$ cat src/rtl/ascii2bin_seq.sv
// Sequential signed decimal-ASCII to binary converter: one digit per clock, negate at the end.
// Optional format/range checking is built when ASCII2BIN_ERR_EN is defined.
module ascii2bin_seq #(
    parameter int N_DIGITS = 10,
    parameter int BIN_W    = 32,
    parameter int ACC_W    = 34
) (
    input  logic                    clk,
    input  logic                    rst_n,
    input  logic [0:8*N_DIGITS+7]   ascii_i,
    input  logic                    start_i,
    output logic [0:BIN_W-1]        binary_o,
    output logic                    valid_o,
    output logic                    busy_o,
    output logic                    error_o
);

    localparam int CNT_W = $clog2(N_DIGITS + 1);
    localparam int SH_W  = 8 * N_DIGITS;

    typedef enum logic [1:0] {S_IDLE, S_CONV, S_DONE} state_t;

    state_t               state_q, state_d;
    logic [0:SH_W-1]      chars_q, chars_d;
    logic [ACC_W-1:0]     acc_q, acc_d;
    logic [CNT_W-1:0]     cnt_q, cnt_d;
    logic                 neg_q, neg_d;
    logic [0:BIN_W-1]     bin_q, bin_d;
    logic                 valid_q, valid_d;
    logic                 busy_q, busy_d;

    logic [7:0]           sign_ch;
    logic [7:0]           dig_ch;
    logic [3:0]           dval;
    logic [ACC_W-1:0]     acc_x10;
    logic [BIN_W-1:0]     mag;

`ifdef ASCII2BIN_ERR_EN
    localparam logic [ACC_W-1:0] NEG_MAX = ACC_W'(1) << (BIN_W - 1);
    localparam logic [ACC_W-1:0] POS_MAX = NEG_MAX - ACC_W'(1);

    logic                 err_q, err_d;
    logic                 fmt_err_q, fmt_err_d;
    logic                 seen_nz_q, seen_nz_d;
    logic                 range_err;
`endif

    assign sign_ch = ascii_i[0:7];
    assign dig_ch  = chars_q[0:7];
    assign acc_x10 = (acc_q << 3) + (acc_q << 1);
    assign mag     = acc_q[BIN_W-1:0];

    always_comb begin
        state_d = state_q;
        chars_d = chars_q;
        acc_d   = acc_q;
        cnt_d   = cnt_q;
        neg_d   = neg_q;
        bin_d   = bin_q;
        valid_d = 1'b0;
        busy_d  = busy_q;
        dval    = dig_ch[3:0];
`ifdef ASCII2BIN_ERR_EN
        err_d     = err_q;
        fmt_err_d = fmt_err_q;
        seen_nz_d = seen_nz_q;
        range_err = neg_q ? (acc_q > NEG_MAX) : (acc_q > POS_MAX);
        // Leading blanks read as zero; a blank after a significant digit is malformed.
        if (dig_ch == 8'h20) begin
            dval = 4'd0;
        end else if (dig_ch < 8'h30 || dig_ch > 8'h39) begin
            dval = 4'd0;
        end
`endif

        case (state_q)
            S_IDLE: begin
                if (start_i) begin
                    chars_d = ascii_i[8:8*N_DIGITS+7];
                    neg_d   = (sign_ch == 8'h2D);
                    acc_d   = '0;
                    cnt_d   = '0;
                    busy_d  = 1'b1;
                    state_d = S_CONV;
`ifdef ASCII2BIN_ERR_EN
                    fmt_err_d = !(sign_ch == 8'h2D || sign_ch == 8'h2B || sign_ch == 8'h20);
                    seen_nz_d = 1'b0;
`endif
                end
            end
            S_CONV: begin
                acc_d   = acc_x10 + {{(ACC_W-4){1'b0}}, dval};
                chars_d = {chars_q[8:SH_W-1], 8'h00};
                cnt_d   = cnt_q + CNT_W'(1);
                if (cnt_q == CNT_W'(N_DIGITS - 1)) begin
                    state_d = S_DONE;
                end
`ifdef ASCII2BIN_ERR_EN
                if (dig_ch == 8'h20) begin
                    if (seen_nz_q) fmt_err_d = 1'b1;
                end else if (dig_ch < 8'h30 || dig_ch > 8'h39) begin
                    fmt_err_d = 1'b1;
                end else if (dval != 4'd0) begin
                    seen_nz_d = 1'b1;
                end
`endif
            end
            S_DONE: begin
                bin_d   = neg_q ? -mag : mag;
                valid_d = 1'b1;
                busy_d  = 1'b0;
                state_d = S_IDLE;
`ifdef ASCII2BIN_ERR_EN
                err_d = fmt_err_q || range_err;
                if (fmt_err_q || range_err) begin
                    bin_d = '0;
                end
`endif
            end
            default: begin
                state_d = S_IDLE;
                busy_d  = 1'b0;
            end
        endcase
    end

    always_ff @(posedge clk or negedge rst_n) begin
        if (!rst_n) begin
            state_q <= S_IDLE;
            chars_q <= '0;
            acc_q   <= '0;
            cnt_q   <= '0;
            neg_q   <= 1'b0;
            bin_q   <= '0;
            valid_q <= 1'b0;
            busy_q  <= 1'b0;
        end else begin
            state_q <= state_d;
            chars_q <= chars_d;
            acc_q   <= acc_d;
            cnt_q   <= cnt_d;
            neg_q   <= neg_d;
            bin_q   <= bin_d;
            valid_q <= valid_d;
            busy_q  <= busy_d;
        end
    end

`ifdef ASCII2BIN_ERR_EN
    always_ff @(posedge clk or negedge rst_n) begin
        if (!rst_n) begin
            err_q     <= 1'b0;
            fmt_err_q <= 1'b0;
            seen_nz_q <= 1'b0;
        end else begin
            err_q     <= err_d;
            fmt_err_q <= fmt_err_d;
            seen_nz_q <= seen_nz_d;
        end
    end

    assign error_o = err_q;
`else
    assign error_o = 1'b0;
`endif

    assign binary_o = bin_q;
    assign valid_o  = valid_q;
    assign busy_o   = busy_q;

endmodule
$ cat config.mk
export PLATFORM = sky130hd
export DESIGN_NAME = ascii2bin_seq
export DESIGN_NICKNAME = d
export VERILOG_FILES = /design/src/rtl/ascii2bin_seq.sv
export SDC_FILE = /design/constraint.sdc
export NUM_CORES = 1
export LEC_CHECK = 0
export CAP_MARGIN = 20
export CORE_MARGIN = 1
export CORE_UTILIZATION = 50
export CTS_CLUSTER_DIAMETER = 60
export CTS_CLUSTER_SIZE = 20
export DETAILED_ROUTE_END_ITERATION = 6
export PLACE_DENSITY = 0.77
export SLEW_MARGIN = 20
export SYNTH_ARGS = -nofsm -noshare
export SYNTH_HDL_FRONTEND = slang
export SYNTH_SLANG_ARGS = --single-unit
$ cat constraint.sdc
create_clock -name clk -period 5.1 [get_ports clk]
set_clock_uncertainty 0.2 [all_clocks]
set_input_delay 1.02 -clock clk [delete_from_list [all_inputs] [get_ports clk]]
set_output_delay 1.02 -clock clk [all_outputs]
set_load 0.01 [all_outputs]
==> results of run 1 <==
[power by group]
group / switching (µW) / total [µW] / leakage (µW) / internal [µW]
clock network: 379 / 1100 / 0.000286 / 719
logic: 2100 / 3780 / 0.00214 / 1670
registers: 445 / 1810 / 0.00137 / 1360
total: 2930 / 6680 / 0.00379 / 3760
[state kept, by name, summed over array words and instances (netlist names)]
name      flops
acc_q        32
binary_o     32
busy_o        1
chars_q      40
cnt_q         4
neg_q         1
state_q       2
valid_o       1
[layout by cell type (no fill, tap or decap), types with 4 or more instances in the layout]
| master | n |
|---|---|
| ha_1 | 61 |
| xnor2_1 | 14 |
| nor2_1 | 52 |
| clkbuf_16 | 17 |
| dfrtp_1 | 113 |
| o22ai_1 | 15 |
| clkbuf_8 | 8 |
| o41ai_1 | 4 |
| a31oi_1 | 4 |
| inv_1 | 18 |
| o21a_1 | 6 |
| a21o_1 | 16 |
| xor2_1 | 37 |
| a22oi_1 | 24 |
| clkinv_2 | 4 |
| nand2_1 | 135 |
| nor3_1 | 9 |
| buf_4 | 7 |
| or3_1 | 4 |
| a21oi_1 | 24 |
| o31ai_1 | 16 |
| clkdlybuf4s50_1 | 83 |
| o21ai_0 | 83 |
| nand4_1 | 7 |
| nand3_1 | 16 |
| a211oi_1 | 7 |
[worst max path at each step]
stage | start | endpoint | cells past startpoint | slack (ns)
final | acc_q[0] | acc_q[26] | 12 | 1.03
after global routing | acc_q[0] | acc_q[30] | 12 | 0.69
after CTS | acc_q[0] | acc_q[26] | 12 | 1.09
after detailed placement | acc_q[0] | acc_q[26] | 12 | 1.10
after global placement | acc_q[0] | acc_q[26] | 12 | 1.19
after floorplan | acc_q[0] | acc_q[26] | 12 | 1.79
[layout make-up]
cell class	count	area, µm²	share of cell area [%]
clock buffers	28	547	6.52
clock inverters	4	20.0	0.239
inverters	18	67.6	0.805
multi-input cells	592	3810	45.4
flip-flops and latches	113	2830	33.7
well taps	176	220	2.62
repair buffers	91	895	10.7
[worst max-delay path, cell delays in order (launching register included)]
cell	delay, ns
dfrtp_1	0.46
inv_1	0.17
fa_1	0.49
inv_1	0.12
fa_1	0.24
a211oi_1	0.11
o21ai_0	0.30
and4_1	0.27
o21ai_0	0.10
o31ai_1	0.65
a31oi_1	0.33
or4_1	0.46
nand3_1	0.10
[routing by layer]
metal | GRT usage (%) | share of wire [%] | vias up
li1 | - | - | 2864
met3 | 5.41 | 5.3 | 21
met2 | 39.9 | 49 | 144
met4 | 9.34 | 1.6 | 0
met1 | 28.5 | 44 | 2794
met5 | 0 | 0 | -
[metrics by stage]
| stage | instances | setup slack, ns |
|---|---|---|
| after floorplan | 757 | 1.79 |
| after global placement | 990 | 1.19 |
| after detailed placement | 990 | 1.10 |
| after CTS | 1022 | 1.09 |
| after global routing | 1022 | 0.690 |
| final | 1022 | 1.03 |
[kinds of logic after synthesis]
kind of cell             count (synthesis)
multiplexers                             3
AO/OA/AOI/OAI                          218
flip-flops                             113
AND/OR/NAND/NOR                        256
XOR/XNOR                                51
buffers and inverters                   52
adder cells (fa/ha/maj)                 63
other                                    1
==> results by group, run 1 <==
Status
  – Status: completed

Timing
  – Number of max-slew violations in the final report: 0
  – Slew of the pin with the lowest slew margin: 0.977 ns
  – Total negative slack: 0 ns
  – Period utilisation layout: 79.8%
  – RSZ-0062 raised after global routing: no
  – Final Hold Fails: 0
  – Post-layout min period: 4.07 ns
  – Fin Hold WS: 0.277 ns
  – Fmax: 246 MHz
  – Slew headroom: 34.8%
  – Final number of setup-violating endpoints: 0

Floorplan
  – Die height: 119 µm
  – I/O pins: 126
  – Standard-cell rows: 42
  – Die W: 119 µm
  – Die area: 14100 µm²
  – Starting Density: 51.3%
  – Core Area: 13300 µm²

Cells and area
  – Ant diodes: 0
  – Final Core Density: 63.1%
  – Area grow syn2layout: 22.9%
  – Nets: 987
  – # fillers: 1111
  – Share of layout cells above drive strength 1: 6.15%
  – Post-route cell area: 8390 µm²

Pwr
  – Pwr dens: 797 nW/µm²
  – Worst vdd rail ir drop: 306 µV
  – P_leak: 0.00379 µW
  – Tot Pwr: 6680 µW

Logic synthesis
  – Post-synth cell types: 54
  – Post-Synthesis Net Count: 911
  – Synth Area in Simple Gates: 16.6%
  – Predominant post-synthesis flop cell: dfrtp_1
  – Sequential area share after synthesis: 41.4%
  – Area leader, netlist: dfrtp_1
  – Yosys warns: 0
  – Synthesized flop and latch total: 113
  – Post-synthesis xor/xnor area fraction: 6.55%
  – Largest family of logic cells by synthesized area: compound AO/OA/AOI/OAI gates
  – Multiplexer share of the synthesized area: 0.440%
  – Synth Area in Adders: 11.8%
  – Post-synthesis instance total: 757
  – Avg Cell Area, Syn: 9.01 µm²
  – Synth area leaders: dfrtp_1, ha_1, nand2_1, o21ai_0, xor2_1
  – Mapped cell area: 6820 µm²
  – Synth top area share: 41.4%
  – Number of synthesized flops with an enable pin: 0
  – Leading cell types by count after synthesis: nand2_1, dfrtp_1, o21ai_0
  – Synth Area in Compound Gates: 20.2%
  – Count leader, synth: nand2_1
  – Async SR Flop Fraction: 100%

CTS
  – CTS tree: built
  – Clk root buf: clkbuf_16
  – Clk_lat worst skew: 0.41 ns
  – H-Tree Depth: 4
  – Sink Count: 113
  – CTS Buf Count: 17
  – Number of hold buffers added after cts: 0
  – Clk slew on worst S/H paths: 0.05 ns
  – CTS resizes: 0
  – Maximum root-to-sink buffer count: 2
  – Post-CTS setup buffers: 0

Routing
  – Routed len/inst: 15.3 µm
  – Vias/cell: 5.70
  – Post-route ant nets: 0
  – Residual DRC count: 0
  – WL final: 15600 µm
  – TritonRoute pass-1 iters: 5
  – Via count: 5823
  – 1st-iter DRT viols: 289

Global routing
  – First-pass GRT wire length: 26700 µm
  – Number of global-route vias before repair: 5862
  – GRT overflow: 0
  – Pin count of the biggest net entering global routing: 86
  – GRT Util Overall: 23.3%
  – Initial antenna violation count: 0

Worst hold path
  – Cell count of the worst hold path: 2
  – Hold EP: binary_o[12]
  – Critical hold path startpoint: binary_o[12]
  – Hold Crit Class: flop to flop

Critical path
  – FF-to-FF path depth: 12
  – Crit end category: flop
  – Worst-path maximum fanout: 5
  – RR Startpoint: acc_q[0]
  – FF-to-FF setup slack: 1.03 ns
  – RR Endpoint: acc_q[26]
  – Critical Path AT: 4.21 ns
  – Required @ worst endpoint: 5.25 ns
  – CP Launch Type: flop
  – CP Class: flop to flop

Placed design
  – HPWL after DPL: 11200 µm
  – Routability cong.: 0.947
  – DP Area: 7820 µm²
  – PortBufs: 84

Flow run
  – Number of max-cap violations: 0
No activity file was read; power rests on OpenSTA's default activity.
==> inputs of run 2 (changes only) <==
--- a/config.mk
+++ b/config.mk
@@ -7,7 +7,7 @@
 export LEC_CHECK = 0
 export CAP_MARGIN = 20
 export CORE_MARGIN = 1
-export CORE_UTILIZATION = 50
+export CORE_UTILIZATION = 48
 export CTS_CLUSTER_DIAMETER = 60
 export CTS_CLUSTER_SIZE = 20
 export DETAILED_ROUTE_END_ITERATION = 6
==> constraint.sdc (replaced) <==
create_clock -name clk -period 3.4 [get_ports clk]
set_clock_uncertainty 0.2 [all_clocks]
set_input_delay 0.68 -clock clk [delete_from_list [all_inputs] [get_ports clk]]
set_output_delay 0.68 -clock clk [all_outputs]
set_load 0.01 [all_outputs]
==> run 2 against run 1 <==
Against the previous run:
- sequential cell count did not move
- clock power rose by 44%
- combinational power rose by 63%
- clock-buffer cell count decreased by 2
- critical path type unchanged
- first-iteration DRC count grew 1.0%
==> results by group, run 2 (same netlist as run 1, synthesis figures left out) <==
Global routing
  – Initial antenna violation count: 0 (unchanged)
  – GRT Util Overall: 23.0% (was 23.3%)
  – Pin count of the biggest net entering global routing: 66 (was 86)
  – First-pass GRT wire length: 26700 µm (about the same)
  – Number of global-route vias before repair: 5746 (was 5862)
  – GRT overflow: 0 (unchanged)

Cells and area
  – Number of flip-flops in the largest register: 40 (unchanged)
  – Post-route cell area: 8640 µm² (was 8390 µm²)
  – Final Non-Filler Cells: 1056 (was 1022)
  – Multi-input gate area: 3860 µm² (was 3810 µm²)
  – Share of layout cells above drive strength 1: 10.3% (was 6.15%)
  – Register area: 2830 µm² (unchanged)
  – # fillers: 1213 (was 1111)
  – Area grow syn2layout: 26.6% (was 22.9%)
  – Most common cell after layout, fill and taps aside: nand2_1 (unchanged)
  – Largest register by flop count: chars_q (unchanged)
  – Ant diodes: 0 (unchanged)
  – Nets: 1017 (was 987)
  – Most frequent cells in the layout: nand2_1, dfrtp_1, clkdlybuf4s50_1, o21ai_0, ha_1 (was nand2_1, dfrtp_1, o21ai_0, clkdlybuf4s50_1, ha_1)

CTS
  – CTS tree: built (unchanged)
  – H-Tree Depth: 4 (unchanged)
  – CTS Buf Count: 17 (unchanged)
  – Number of hold buffers added after cts: 0 (unchanged)
  – Clk_lat worst skew: 0.42 ns (was 0.41 ns)
  – Maximum root-to-sink buffer count: 2 (unchanged)
  – Clk root buf: clkbuf_16 (unchanged)
  – Clk slew on worst S/H paths: 0.05 ns (about the same)
  – Sink Count: 113 (unchanged)

Timing
  – Final Hold Fails: 0 (unchanged)
  – Slew headroom: 35.9% (was 34.8%)
  – Final number of setup-violating endpoints: 0 (unchanged)
  – Total negative slack: 0 ns (unchanged)
  – Period utilisation layout: 96.8% (was 79.8%)
  – Fmax: 304 MHz (was 246 MHz)
  – Slew of the pin with the lowest slew margin: 0.958 ns (was 0.977 ns)
  – Number of max-slew violations in the final report: 0 (unchanged)
  – Post-layout min period: 3.29 ns (was 4.07 ns)

Placed design
  – Placed cell count: 1022 (was 990)
  – HPWL after DPL: 11000 µm (was 11200 µm)
  – PortBufs: 84 (unchanged)
  – Routability cong.: 0.833 (was 0.947)
  – DP Area: 8050 µm² (was 7820 µm²)

Routing
  – Residual DRC count: 0 (unchanged)
  – Via count: 5849 (was 5823)
  – Routed len/inst: 14.8 µm (was 15.3 µm)
  – 1st-iter DRT viols: 292 (was 289)
  – Vias/cell: 5.54 (was 5.70)
  – Post-route ant nets: 0 (unchanged)
  – TritonRoute pass-1 iters: 5 (unchanged)
  – WL final: 15700 µm (was 15600 µm)

Critical path
  – Critical Path AT: 3.37 ns (was 4.21 ns)
  – Crit end category: flop (unchanged)
  – Worst-path maximum fanout: 5 (unchanged)
  – CP Class: flop to flop (unchanged)
  – Required @ worst endpoint: 3.48 ns (was 5.25 ns)
  – CP Launch Type: flop (unchanged)

Floorplan
  – Starting Density: 49.2% (was 51.3%)
  – Die W: 121 µm (was 119 µm)
  – Standard-cell rows: 43 (was 42)
  – Core Area: 13900 µm² (was 13300 µm²)
  – Die area: 14700 µm² (was 14100 µm²)
  – I/O pins: 126 (unchanged)
  – Die height: 121 µm (was 119 µm)

Flow run
  – Number of max-cap violations: 0 (unchanged)

Status
  – Status: completed (unchanged)

Pwr
  – Worst vdd rail ir drop: 551 µV (was 306 µV)
  – Pwr dens: 1200 nW/µm² (was 797 nW/µm²)
  – Tot Pwr: 10400 µW (was 6680 µW)
  – P_leak: 0.00392 µW (was 0.00379 µW)

Worst hold path
  – Hold Crit Class: input port to async pin (was flop to flop)
run 2: power by group:
part	internal, µW	leakage [µW]	switching (µW)
clock	997	0.000268	587
combinational	2840	0.00229	3340
sequential	2040	0.00137	558
total	5880	0.00392	4490
run 2: final cells by class:
type | instances | area share [%]
tap | 180 | 2.61
multi-input combinational | 592 | 44.7
clock buffer | 26 | 5.78
clock inverter | 6 | 0.348
inverter | 18 | 0.782
timing repair buffer | 121 | 13.1
sequential | 113 | 32.7
run 2: path summary, 6_finish.rpt:
path / start / to / slack [ns] / cells after the start
setup / recovery: chars_q[4] / acc_q[22] / 0.11 / 13
hold / removal: rst_n / binary_o[21] / 0.11 / 1
setup reg to reg: chars_q[4] / acc_q[22] / 0.11 / 13
hold reg to reg: binary_o[11] / binary_o[11] / 0.27 / 2
max in group asynchronous: rst_n / chars_q[45] / 2.05 / 2
min in group clk: binary_o[11] / binary_o[11] / 0.27 / 2
run 2: metrics by stage:
stage | hold slack (ns) | setup slack, ns | util (%)
2_1_floorplan | 0.184 | 0.0897 | -
3_5_place_dp | 0.264 | 0.0198 | 58.0
4_1_cts | 0.133 | 0.00436 | 61.8
6_report | 0.110 | 0.109 | 62.2
5_1_grt | 0.168 | -0.00941 | 62.2
3_3_place_gp | 0.259 | 0.0442 | 58.0
run 2: metal layers:
layer	track usage (%)	part of all wire [%]
met3	5.87	5.5
met1	29.5	46
met5	0	0
met2	37.7	47
met4	7.87	1.6
run 2: repair_timing:
item,CTS,global route
resized for setup,1,12
pin swaps,0,4
buffers inserted,0,2
setup endpoints to repair,2,8
gates cloned,0,0
run 2: critical path, cell delays in order, from the launching register on:
cell and delay [ns]:
dfrtp_1 0.33, inv_1 0.07, fa_1 0.56, inv_2 0.07
fa_2 0.40, a211oi_2 0.30, o21ai_2 0.11, and4_1 0.21
o21ai_1 0.18, o31ai_2 0.11, a31oi_1 0.20, buf_4 0.17
xor2_1 0.16, o21ai_0 0.10
==> inputs of run 3 (changes only) <==
--- a/config.mk
+++ b/config.mk
@@ -6,6 +6,7 @@
 export NUM_CORES = 1
 export LEC_CHECK = 0
 export CAP_MARGIN = 20
+export CORE_ASPECT_RATIO = 1.2
 export CORE_MARGIN = 1
 export CORE_UTILIZATION = 48
 export CTS_CLUSTER_DIAMETER = 60
==> run 3 against run 2 <==
Against the previous run:
- utilization rose by 0.63 points
- sequential share of layout area fell by 0.18 points
- sequential power hardly changed
- final cell count down 1.1%
- power is 1.9% higher
- critical path type unchanged
- largest cell class unchanged
- non-clock buffer count is 1 lower
- worst hold slack better by 0.0042 ns
- critical endpoint is now acc_q[12]
==> results by group, run 3 (same netlist as run 1, synthesis figures left out) <==
CTS
  – CTS Buf Count: 17 (unchanged)
  – CTS tree: built (unchanged)
  – Post-CTS setup buffers: 0 (unchanged)
  – Clk_lat worst skew: 0.42 ns (about the same)
  – Clk slew on worst S/H paths: 0.05 ns (about the same)
  – Clk root buf: clkbuf_16 (unchanged)
  – Sink Count: 113 (unchanged)
  – Number of hold buffers added after cts: 0 (unchanged)
  – Maximum root-to-sink buffer count: 2 (unchanged)
  – H-Tree Depth: 4 (unchanged)

Global routing
  – GRT Util Overall: 23.3% (was 23.0%)
  – Initial antenna violation count: 0 (unchanged)
  – First-pass GRT wire length: 27700 µm (was 26700 µm)
  – Number of global-route vias before repair: 5803 (was 5746)
  – Pin count of the biggest net entering global routing: 66 (unchanged)
  – GRT overflow: 0 (unchanged)

Pwr
  – Internal: 6050 µW (was 5880 µW)
  – Pwr dens: 1220 nW/µm² (was 1200 nW/µm²)
  – Sw Ratio: 42.7% (was 43.3%)
  – Gate power share: 59.0% (was 59.6%)
  – Clock power share: 16.3% (was 15.3%)
  – P_leak: 0.00394 µW (was 0.00392 µW)
  – Sw power: 4510 µW (was 4490 µW)
  – Worst vdd rail ir drop: 567 µV (was 551 µV)
  – Sequential share of power: 24.7% (was 25.1%)

Floorplan
  – Die height: 133 µm (was 121 µm)
  – Core Area: 13800 µm² (was 13900 µm²)
  – Starting Density: 49.4% (was 49.2%)
  – Standard-cell rows: 47 (was 43)
  – I/O pins: 126 (unchanged)
  – Die W: 111 µm (was 121 µm)
  – Die area: 14700 µm² (about the same)

Cells and area
  – # fillers: 1180 (was 1213)
  – Area grow syn2layout: 27.3% (was 26.6%)
  – Nets: 1016 (was 1017)
  – Share of layout cells above drive strength 1: 10.7% (was 10.3%)
  – Most common cell after layout, fill and taps aside: nand2_1 (unchanged)
  – Largest register by flop count: chars_q (unchanged)
  – Number of flip-flops in the largest register: 40 (unchanged)
  – Most frequent cells in the layout: nand2_1, dfrtp_1, clkdlybuf4s50_1, o21ai_0, ha_1 (unchanged)
  – Ant diodes: 0 (unchanged)

Critical path
  – Required @ worst endpoint: 3.49 ns (was 3.48 ns)
  – Max incr delay on CP: 0.55 ns (was 0.56 ns)
  – Cell mode on critical path: a21o_1
  – Top delay family on crit path: compound AO/OA/AOI/OAI gates (unchanged)
  – Critical-path cell list: inv_2, fa_1, inv_2, fa_2, a211oi_2, o21ai_1, buf_4, a21o_1, a21o_1, a21o_1, a21oi_2, xor2_1, o21ai_0 (was inv_1, fa_1, inv_2, fa_2, a211oi_2, o21ai_2, and4_1, o21ai_1, o31ai_2, a31oi_1, buf_4, xor2_1, o21ai_0)
  – Crit end category: flop (unchanged)
  – Worst path slowest cell: fa_1 (unchanged)
  – CP Launch Type: flop (unchanged)
  – FF-to-FF path depth: 13 (unchanged)
  – FF-to-FF setup slack: 0.12 ns (was 0.11 ns)
  – Critical Path AT: 3.37 ns (about the same)
  – Worst-path maximum fanout: 2 (was 5)
  – RR Startpoint: acc_q[2] (was chars_q[4])
  – RR Endpoint: acc_q[12] (was acc_q[22])
  – CP Class: flop to flop (unchanged)
  – Crit path buffers/inverters: 3 (unchanged)

Timing
  – Final number of setup-violating endpoints: 0 (unchanged)
  – Fmax: 305 MHz (was 304 MHz)
  – Period utilisation layout: 96.6% (was 96.8%)
  – Fin Hold WS: 0.114 ns (was 0.110 ns)
  – Slew headroom: 31.6% (was 35.9%)
  – RSZ-0062 raised after global routing: yes
  – Number of max-slew violations in the final report: 0 (unchanged)
  – Total negative slack: 0 ns (unchanged)
  – Slew of the pin with the lowest slew margin: 1.03 ns (was 0.958 ns)
  – Post-layout min period: 3.28 ns (was 3.29 ns)
  – Final Hold Fails: 0 (unchanged)

Placed design
  – HPWL after DPL: 11300 µm (was 11000 µm)
  – PortBufs: 84 (unchanged)
  – Routability cong.: 0.881 (was 0.833)

Routing
  – WL final: 16000 µm (was 15700 µm)
  – TritonRoute pass-1 iters: 5 (unchanged)
  – Vias/cell: 5.65 (was 5.54)
  – 1st-iter DRT viols: 309 (was 292)
  – Via count: 5901 (was 5849)
  – Routed len/inst: 15.3 µm (was 14.8 µm)
  – Post-route ant nets: 0 (unchanged)
  – Residual DRC count: 0 (unchanged)

Worst hold path
  – Hold Crit Class: input port to async pin (unchanged)

Status
  – Status: completed (unchanged)

Flow run
  – Number of max-cap violations: 0 (unchanged)
-- run 3: cell types whose count changed in the layout (fill, tap and decap cells not counted), sizes merged --
cell    before  now
buf         38   37
bufinv       0    2
clkbuf      26   24
clkinv       6    4
-- run 3: stage by stage --
stage / area [µm²] / instances / total power [µW] / util (%) / setup WS (ns)
final: 8690 / 1044 / 10600 / 62.9 / 0.117
after global routing: 8690 / 1044 / 11500 / 62.9 / -0.0364
after CTS: 8630 / 1044 / 10500 / 62.4 / -0.0103
after detailed placement: 8040 / 1014 / 8640 / 58.2 / -0.0633
after global placement: 8040 / 1014 / 8420 / 58.2 / -0.0376
after floorplan: 6820 / 757 / 6680 / - / 0.0897
-- run 3: area by class of cell --
type                    count  area, µm²  share of cell area, %
clock inverters             6       80.1                  0.922
multi-input cells         592       3880                   44.7
repair buffers            120       1120                   12.9
well taps                 171        214                   2.46
clock buffers              24        492                   5.66
inverters                  18       67.6                  0.778
flip-flops and latches    113       2830                   32.6
-- run 3: routing by layer --
layer  track usage (%)  share of wire [%]
met4              8.52                1.7
met3              5.68                5.6
met5                 0                  0
met1              28.7                 43
met2              39.6                 50
-- run 3: power groups by stage --
| stage | sequential (µW) | combinational (µW) | clock [µW] |
|---|---|---|---|
| after global routing | 2710 | 7030 | 1800 |
| final | 2610 | 6240 | 1720 |
| after floorplan | 2620 | 4050 | 0 |
| after CTS | 2620 | 6110 | 1740 |
| after global placement | 2600 | 5820 | 0 |
| after detailed placement | 2630 | 6010 | 0 |
-- run 3: what timing repair did --
item | 4_1_cts | 5_1_grt
pin swaps | 1 | 8
resized for setup | 4 | 16
endpoints found under the setup margin | 8 | 12
-- run 3: worst max path at each step --
stage,cells past startpoint,slack [ns],endpoint,from
2_1_floorplan,12,0.09,acc_q[26],acc_q[0]
6_report,13,0.12,acc_q[12],acc_q[2]
3_3_place_gp,14,-0.04,acc_q[31],chars_q[4]
5_1_grt,13,-0.04,acc_q[12],acc_q[2]
3_5_place_dp,14,-0.06,acc_q[31],chars_q[4]
4_1_cts,14,-0.01,acc_q[31],chars_q[4]
-- run 3: worst reg2reg max path, cell delays in order (launching register included) --
cell      delay (ns)
dfrtp_1         0.35
inv_2           0.06
fa_1            0.55
inv_2           0.06
fa_2            0.41
a211oi_2        0.27
o21ai_1         0.13
buf_4           0.15
a21o_1          0.17
a21o_1          0.20
a21o_1          0.20
a21oi_2         0.17
xor2_1          0.16
o21ai_0         0.09
